$ cat config.mk
export PLATFORM = sky130hd
export DESIGN_NAME = snoop_bus_arbiter
export DESIGN_NICKNAME = d
export VERILOG_FILES = /design/src/rtl/snoop_bus_arbiter.sv
export SDC_FILE = /design/constraint.sdc
export NUM_CORES = 1
export LEC_CHECK = 0
export ABC_CLOCK_PERIOD_IN_PS = 4050
export CORE_ASPECT_RATIO = 1.2
export CORE_MARGIN = 2
export CORE_UTILIZATION = 25
export CTS_BUF_LIST = sky130_fd_sc_hd__clkbuf_8
export CTS_CLUSTER_SIZE = 8
export DETAILED_ROUTE_END_ITERATION = 10
export PLACE_DENSITY = 0.45
export SYNTH_ARGS = -nofsm -noshare
export SYNTH_HDL_FRONTEND = slang
export SYNTH_SLANG_ARGS = --single-unit
$ cat constraint.sdc
create_clock -name clock -period 4.05 [get_ports clock]
set_input_delay 0.81 -clock clock [delete_from_list [all_inputs] [get_ports clock]]
set_output_delay 0.81 -clock clock [all_outputs]
set_load 0.02 [all_outputs]
$ cat src/rtl/snoop_bus_arbiter.sv
// Three-processor snooping bus arbiter: grant, broadcast, snoop collect, write-back or memory read.
// Define SNOOP_FIXED_PRIO_EN for fixed priority 1 > 2 > 3; the default build uses round-robin.
module snoop_bus_arbiter #(
    parameter int TAG_W   = 3,
    parameter int DATA_W  = 4,
    parameter int MEM_LAT = 2
) (
    input  logic                clock,
    input  logic                reset,
    input  logic [2:0]          req,
    input  logic [5:0]          req_cmd,
    input  logic [3*TAG_W-1:0]  req_tag,
    output logic [2:0]          gnt,
    output logic                bus_valid,
    output logic [1:0]          bus_cmd,
    output logic [TAG_W-1:0]    bus_tag,
    output logic [1:0]          bus_src,
    input  logic [2:0]          snp_done,
    input  logic [2:0]          snp_wb,
    input  logic [3*DATA_W-1:0] snp_data,
    output logic                mem_we,
    output logic                mem_re,
    output logic [TAG_W-1:0]    mem_addr,
    output logic [DATA_W-1:0]   mem_wdata,
    input  logic [DATA_W-1:0]   mem_rdata,
    output logic                resp_valid,
    output logic [DATA_W-1:0]   resp_data,
    output logic                busy
);

    localparam int CW = 4;
    localparam logic [1:0] CMD_INV = 2'd3;

    typedef enum logic [2:0] {
        IDLE,
        ADDR,
        SNOOP,
        WB,
        MEM,
        RESP
    } state_t;

    state_t state, state_nx;

    logic [1:0]        src_q;
    logic [1:0]        cmd_q;
    logic [TAG_W-1:0]  tag_q;
    logic [2:0]        gnt_q;
    logic [2:0]        done_q;
    logic [2:0]        wb_q;
    logic [DATA_W-1:0] data_q [3];
    logic [DATA_W-1:0] rdata_q;
    logic [CW-1:0]     cnt_q;

    logic [2:0]        elig;
    logic [1:0]        cmd_a [3];
    logic [TAG_W-1:0]  tag_a [3];
    logic              win_any;
    logic [1:0]        win_idx;
    logic [2:0]        srcmask;
    logic [2:0]        cap;
    logic [2:0]        done_now;
    logic [2:0]        wb_now;
    logic [DATA_W-1:0] wb_data;
    logic              act;

    always_comb begin
        for (int i = 0; i < 3; i++) begin
            cmd_a[i] = req_cmd[2*i +: 2];
            tag_a[i] = req_tag[TAG_W*i +: TAG_W];
            elig[i]  = req[i] && (cmd_a[i] != 2'd0);
        end
    end

`ifdef SNOOP_FIXED_PRIO_EN
    always_comb begin
        win_any = |elig;
        win_idx = 2'd0;
        priority case (1'b1)
            elig[0]: win_idx = 2'd0;
            elig[1]: win_idx = 2'd1;
            elig[2]: win_idx = 2'd2;
            default: win_idx = 2'd0;
        endcase
    end
`else
    logic [1:0] last_q;
    logic [1:0] o0, o1, o2;

    // Search starts just after the last winner; last_q = 2 gives processor 1 first pick.
    always_comb begin
        win_any = |elig;
        win_idx = 2'd0;
        o0 = 2'd0;
        o1 = 2'd1;
        o2 = 2'd2;
        unique case (last_q)
            2'd0: begin o0 = 2'd1; o1 = 2'd2; o2 = 2'd0; end
            2'd1: begin o0 = 2'd2; o1 = 2'd0; o2 = 2'd1; end
            default: begin o0 = 2'd0; o1 = 2'd1; o2 = 2'd2; end
        endcase
        if (elig[o0])      win_idx = o0;
        else if (elig[o1]) win_idx = o1;
        else if (elig[o2]) win_idx = o2;
    end

    always_ff @(posedge clock) begin
        if (reset)
            last_q <= 2'd2;
        else if (state == RESP)
            last_q <= src_q;
    end
`endif

    // Only the first done from each non-source cache counts; its data is taken with it.
    always_comb begin
        srcmask  = 3'b001 << src_q;
        cap      = (state == SNOOP) ? (snp_done & ~srcmask & ~done_q) : 3'b000;
        done_now = done_q | cap;
        wb_now   = wb_q | (cap & snp_wb);
    end

    always_comb begin
        wb_data = data_q[2];
        priority case (1'b1)
            wb_q[0]: wb_data = data_q[0];
            wb_q[1]: wb_data = data_q[1];
            default: wb_data = data_q[2];
        endcase
    end

    always_comb begin
        state_nx = state;
        unique case (state)
            IDLE:  if (win_any) state_nx = ADDR;
            ADDR:  state_nx = SNOOP;
            SNOOP: begin
                if (&(done_now | srcmask)) begin
                    if (|wb_now)
                        state_nx = WB;
                    else if (cmd_q != CMD_INV)
                        state_nx = MEM;
                    else
                        state_nx = RESP;
                end
            end
            WB:    state_nx = RESP;
            MEM:   if (cnt_q == CW'(MEM_LAT)) state_nx = RESP;
            RESP:  state_nx = IDLE;
            default: state_nx = IDLE;
        endcase
    end

    always_ff @(posedge clock) begin
        if (reset) begin
            state   <= IDLE;
            src_q   <= 2'd0;
            cmd_q   <= 2'd0;
            tag_q   <= '0;
            gnt_q   <= 3'b000;
            done_q  <= 3'b000;
            wb_q    <= 3'b000;
            rdata_q <= '0;
            cnt_q   <= '0;
            for (int i = 0; i < 3; i++)
                data_q[i] <= '0;
        end else begin
            state <= state_nx;
            unique case (state)
                IDLE: begin
                    if (win_any) begin
                        src_q   <= win_idx;
                        cmd_q   <= cmd_a[win_idx];
                        tag_q   <= tag_a[win_idx];
                        gnt_q   <= 3'b001 << win_idx;
                        done_q  <= 3'b000;
                        wb_q    <= 3'b000;
                        rdata_q <= '0;
                        cnt_q   <= '0;
                        for (int i = 0; i < 3; i++)
                            data_q[i] <= '0;
                    end
                end
                SNOOP: begin
                    done_q <= done_now;
                    wb_q   <= wb_now;
                    for (int i = 0; i < 3; i++)
                        if (cap[i])
                            data_q[i] <= snp_data[DATA_W*i +: DATA_W];
                end
                WB: rdata_q <= wb_data;
                MEM: begin
                    cnt_q <= cnt_q + 1'b1;
                    if (cnt_q == CW'(MEM_LAT))
                        rdata_q <= mem_rdata;
                end
                RESP: gnt_q <= 3'b000;
                default: ;
            endcase
        end
    end

    // Outputs are forced low while reset is held so a mid-transaction reset cuts cleanly.
    always_comb begin
        act        = !reset;
        gnt        = act ? gnt_q : 3'b000;
        bus_valid  = act && (state == ADDR);
        bus_cmd    = bus_valid ? cmd_q : 2'd0;
        bus_tag    = bus_valid ? tag_q : '0;
        bus_src    = bus_valid ? (src_q + 2'd1) : 2'd0;
        mem_we     = act && (state == WB);
        mem_re     = act && (state == MEM) && (cnt_q == '0);
        mem_addr   = (mem_we || (act && state == MEM)) ? tag_q : '0;
        mem_wdata  = mem_we ? wb_data : '0;
        resp_valid = act && (state == RESP);
        resp_data  = act ? rdata_q : '0;
        busy       = act && (state != IDLE);
    end

endmodule

==> out/metrics.cfg, run 1 <==
[outcome]
status = finished clean

[run]
cap_violations = 0

[routing]
antenna_left = 0
wl_per_cell_um = 14.6
drcViolationCount = 0
firstDrtPassIters = 4
totalWireLength_mm = 6.56
vias = 2099
viasPerCell = 4.67
drt-initial-drc-count = 88

[worst_setup_path]
critPathCaptureType = output pin
worst-r2r-setup-slack_ps = 1970
worstPathRequired_ps = 3240
timing.rr.end = data_q[0][0]
path_class = in2out
worst_path_most_repeated_cell = clkdlybuf4s50_1
slowest_delay_ps = 680
crit_buf_inv = 2
crit_chain = clkdlybuf4s50_1, nor2_1, and3_1, clkdlybuf4s50_1
path_delay_family = buffers and inverters
cp-start-kind = input pin
cp_data_arrival_time_ps = 2770
rr_startpoint = state[1]
worstRegToRegCells = 4
crit_slowest_cell = clkdlybuf4s50_1
cp_max_fo = 11

[clock_network]
cts_buffer_depth = 2
h-tree-depth = 2
tritoncts = done
clock_latency_ps = 300
cts_hold_buf = 0
cts_made_buffers = 5
cts_resized = 0
path_clk_slew_ps = 80
cts_sinks = 41
post-cts-setup-buffers = 0
cts_root_buf = clkbuf_8

[timing]
finClkSkew_ps = 4.99
setup_viol = 0
worstMarginPinSlew_ps = 824
post-route-period-util_pct = 88.3
fmax_mhz = 280
maxSlewViolCount = 0
hold_viol_final = 0
max_slew_margin_pct = 45.1
grt_setup_unrepaired = false
setup_tns_ps = 0
fin_crit_ps = 3580

[logic_synthesis]
synth_cell_types = 49
seq_area_frac_synth_pct = 40.8
synth_ff_type = dfxtp_1
synth-edff-count = 12
synth_area_sq_um = 2300
syn_inst = 265
synthesis.nets = 313
async_reset_ff_share_pct = 0
synth-seq-cells = 41
syn_area_per_cell_sq_um = 8.70
ys_warn_count = 0

[floorplan]
coreArea_sq_um = 8990
row_count = 38
die_h_um = 109
die_area_sq_um = 10000
ios = 68
fp.dieW_um = 91.7
start_util_pct = 25.6

[cells_and_area]
fillers = 944
final_core_util_pct = 35.4
n_antenna_cell = 0
final_cells = 449
nets = 376
syn_to_final_growth_pct = 38.2
drive_gt1_share_pct = 6.99
final_common_cell = clkdlybuf4s50_1
final_cell_mix = clkdlybuf4s50_1, nand2_1, nor2_1, dfxtp_1, and2_1

[placed_design]
gp_congestion = 0.737
io_buffers = 67
hpwl_mm = 5.03
numPlacedInstances = 441

[power]
powerDensity_nw_per_um2 = 502
leakagePower_uw = 0.00115
ir_worst_vdd_uv = 150
total_power_uw = 1600

[global_routing]
antenna_found_initial = 0
grt_usage_pct = 13.5
grt_pass1_wl_mm = 10.6
grt_pass1_vias = 2072
overflow = 0
grt_max_degree = 28

[min_path]
hold_path_startpoint = gnt_q[1]
hold_path_end = gnt_q[1]
hold_depth = 2
holdCritPathClass = reg2reg

[flip-flops by register name (all words and copies together) (netlist names)]
signal	count
done_q	3
src_q	2
wb_q	3
data_q	12
cmd_q	2
state	3
last_q	2
tag_q	3
cnt_q	4
rdata_q	4
gnt_q	3
[routing by layer]
layer / share of wire (%) / track usage [%] / wire length, um
met5: 0 / 0 / 0
met4: 1.6 / 4.87 / 103
met3: 3.0 / 2.63 / 194
met2: 48 / 21.9 / 3140
met1: 48 / 17.9 / 3120
[worst register-to-register path, stage by stage, from the launching register on]
cell	delay, ps
dfxtp_1	530
nor3b_4	430
nand3_1	150
a31oi_1	620
and2_1	230
[layout make-up]
type	instances	area (sq um)	area share, %
timing repair buffer	71	701	22.0
sequential	41	941	29.5
tap	120	150	4.71
clock buffer	5	68.8	2.16
inverter	7	26.3	0.825
clock inverter	3	46.3	1.45
multi-input combinational	202	1250	39.3
[worst max path at each step]
stage | startpoint | to | cells past startpoint
2_1_floorplan | reset | bus_valid | 3
3_3_place_gp | reset | bus_src[0] | 4
3_5_place_dp | reset | bus_src[1] | 4
4_1_cts | reset | bus_src[1] | 4
5_1_grt | reset | bus_cmd[1] | 4
6_report | reset | bus_tag[0] | 4
[stage by stage]
step	setup WS, ps	cell area [sq um]	hold WS (ps)
final	473	3190	468
after global routing	364	3190	499
after CTS	426	3190	475
after detailed placement	443	3070	462
after global placement	502	3070	452
after floorplan	1410	2300	443
[power breakdown]
part	switching, uW	leakage [uW]	internal, uW
combinational	356	0.000726	270
clock	157	0.0000543	185
sequential	87.1	0.000370	544
total	600	0.00115	999
[logic make-up after synthesis]
logic type | after synthesis | synth area share [%]
simple gates | 129 | 27.9
flops | 41 | 40.8
fa+ha+maj | 6 | 3.26
xor+xnor | 1 | 0.380
compound gates | 62 | 21.1
buf+inv | 22 | 4.83
mux | 4 | 1.74
[synth_stat cells, types with 3 or more instances]
master | instances | area, sq um
a311oi_1 | 6 | 52.6
mux2i_1 | 4 | 40.0
o21ai_0 | 7 | 35.0
nand3_1 | 10 | 50.1
buf_4 | 3 | 22.5
clkbuf_1 | 6 | 22.5
nor2_1 | 31 | 116
edfxtp_1 | 12 | 360
o21a_1 | 3 | 22.5
dfxtp_1 | 29 | 581
a31oi_1 | 7 | 43.8
ha_1 | 6 | 75.1
inv_1 | 6 | 22.5
nor3_1 | 7 | 35.0
and3_1 | 7 | 43.8
and2_1 | 17 | 106
and4_1 | 3 | 26.3
a21oi_1 | 15 | 75.1
nor2b_1 | 8 | 50.1
or3_1 | 3 | 18.8
nand2_1 | 38 | 143
a211oi_1 | 3 | 22.5
a221oi_1 | 4 | 35.0
Note: power is estimated with default switching activity, not from simulation.
==> inputs of run 2 (changes only) <==
--- a/config.mk
+++ b/config.mk
@@ -12,7 +12,8 @@
 export CTS_BUF_LIST = sky130_fd_sc_hd__clkbuf_8
 export CTS_CLUSTER_SIZE = 8
 export DETAILED_ROUTE_END_ITERATION = 10
-export PLACE_DENSITY = 0.45
+export DONT_BUFFER_PORTS = 1
+export PLACE_DENSITY = 0.35
 export SYNTH_ARGS = -nofsm -noshare
 export SYNTH_HDL_FRONTEND = slang
 export SYNTH_SLANG_ARGS = --single-unit
==> run 2 against run 1 <==
  * Total power down 6.6%
  * Cell count shrank 16%
  * Critical path depth did not move
  * Final area shrank 22%
  * Die area unchanged
  * First-iteration DRC count up 14%
  * Core utilization decreased by 7.7 points
  * Clock-buffer cell count is the same
  * Worst hold slack improved by 2.0 ps
  * Flip-flop and latch count unchanged
  * Highest routed layer unchanged
==> out/metrics.cfg, run 2 (same netlist as run 1, synthesis figures left out) <==
[outcome]
status = finished clean

[floorplan]
ios = 68  ; unchanged
die_h_um = 109  ; unchanged
coreArea_sq_um = 8990  ; unchanged
die_area_sq_um = 10000  ; unchanged
fp.dieW_um = 91.7  ; unchanged
start_util_pct = 25.6  ; unchanged
row_count = 38  ; unchanged

[timing]
setup_tns_ps = 0  ; unchanged
fmax_mhz = 324  ; +16%
maxSlewViolCount = 0  ; unchanged
grt_setup_unrepaired = false
setup_viol = 0  ; unchanged
fin_crit_ps = 3090  ; -491 ps
finClkSkew_ps = 4.33  ; -0.655 ps
worstMarginPinSlew_ps = 1060  ; +234 ps
hold_viol_final = 0  ; unchanged
post-route-period-util_pct = 76.2  ; -12 points
max_slew_margin_pct = 28.8  ; -16 points

[clock_network]
tritoncts = done
cts_root_buf = clkbuf_8
clock_latency_ps = 300  ; about the same
cts_made_buffers = 5  ; unchanged
cts_resized = 0  ; unchanged
h-tree-depth = 2  ; unchanged
cts_hold_buf = 0  ; unchanged
cts_sinks = 41  ; unchanged
path_clk_slew_ps = 90  ; about the same
post-cts-setup-buffers = 0  ; unchanged
cts_buffer_depth = 2  ; unchanged

[worst_setup_path]
worstPathRequired_ps = 3240  ; about the same
cp-start-kind = flop
critPathCaptureType = output pin
cp_data_arrival_time_ps = 2280  ; -490 ps
crit_chain = inv_1, nor2_1, nand2_1, nor2_1
cp_max_fo = 11  ; unchanged
slowest_delay_ps = 570  ; -110 ps
crit_slowest_cell = dfxtp_1
path_class = reg2out
worst_path_most_repeated_cell = nor2_1
path_delay_family = simple AND/OR/NAND/NOR gates
crit_buf_inv = 1  ; -1

[power]
powerDensity_nw_per_um2 = 599  ; +19%
swShare_pct = 39.1  ; +1.5 points
ir_worst_vdd_uv = 204  ; +36%
combPwrFrac_pct = 35.0  ; -4.2 points
total_power_uw = 1490  ; -6.6%
power.switching_uw = 583  ; -2.8%
clock_power_share_pct = 23.2  ; +1.8 points
seq_power_share_pct = 41.8  ; +2.3 points
leakagePower_uw = 0.000886  ; -23%
internal_power_uw = 910  ; -8.9%

[run]
cap_violations = 0  ; unchanged

[cells_and_area]
reg_top3 = data_q (12), cnt_q (4), rdata_q (4)
final_cell_mix = nand2_1, nor2_1, dfxtp_1, and2_1, a21oi_1
multi_input_area_sq_um = 1250  ; unchanged
final_core_util_pct = 27.7  ; -7.7 points
n_antenna_cell = 0  ; unchanged
regArea_sq_um = 941  ; unchanged
fillers = 981  ; +3.9%
syn_to_final_growth_pct = 8.14
drive_gt1_share_pct = 7.72  ; +0.73 points
nets = 306  ; -19%
final_common_cell = nand2_1
largest_reg_flops = 12  ; unchanged
top_register = data_q

[routing]
antenna_left = 0  ; unchanged
drcViolationCount = 0  ; unchanged
firstDrtPassIters = 4  ; unchanged
viasPerCell = 4.91  ; +5.0%
vias = 1861  ; -11%
wl_per_cell_um = 16.6  ; +14%
drt-initial-drc-count = 100  ; +14%
totalWireLength_mm = 6.31  ; -3.8%

[global_routing]
grt_pass1_wl_mm = 9.91  ; -6.7%
antenna_found_initial = 0  ; unchanged
grt_max_degree = 49  ; +75%
overflow = 0  ; unchanged
grt_usage_pct = 12.8  ; -0.76 points
grt_pass1_vias = 1849  ; -11%

[placed_design]
io_buffers = 0  ; -100%
hpwl_mm = 4.75  ; -5.5%
gp_congestion = 0.742  ; +0.68%

[min_path]
holdCritPathClass = reg2reg

==> run 2: changes by cell type in the layout (fill, tap and decap cells not counted) <==
cell             before  now
clkdlybuf4s50_1      67    0
buf_4                 4    1
==> run 2: routing by layer <==
layer | wire length, um | up-vias | track usage [%]
li1 | - | 939 | -
met1 | 2800 | 867 | 15.5
met2 | 3070 | 49 | 21.7
met3 | 358 | 6 | 3.80
met4 | 85 | 0 | 4.00
met5 | 0 | - | 0
==> run 2: power groups by stage <==
stage               logic [uW]  clock network (uW)  registers, uW
global route               589                 376            640
finish                     523                 346            624
floorplan                  471                   0            590
global placement           534                   0            639
CTS                        539                 357            626
detailed placement         536                   0            636
==> run 2: stage by stage <==
stage	hold slack [ps]	setup WS, ps	std cells	area (sq um)
after floorplan	443	1410	265	2300
after global placement	469	1400	371	2380
after detailed placement	465	1300	371	2380
after CTS	477	961	379	2490
after global routing	500	731	379	2490
final	470	964	379	2490
==> run 2: worst reg2reg max path, stage by stage (launching register included) <==
cell     delay, ps
dfxtp_1        530
nor3b_4        460
nand3_1        190
a31oi_1        640
and2_1         230
==> run 2: layout make-up <==
type                            instances  area share [%]
Multi-Input combinational cell        202            50.3
Sequential cell                        41            37.8
Tap cell                              120            6.02
Clock buffer                            5            2.76
Clock inverter                          3            1.86
Inverter                                7            1.05
Timing Repair Buffer                    1           0.301
==> run 2: final timing paths <==
kind             from      endpoint  slack (ps)  cells after the start
max reg2reg  state[1]  data_q[0][0]        1860                      4
min reg2reg  gnt_q[1]      gnt_q[1]         470                      2
max          state[0]    resp_valid         960                      4
min          gnt_q[1]      gnt_q[1]         470                      2
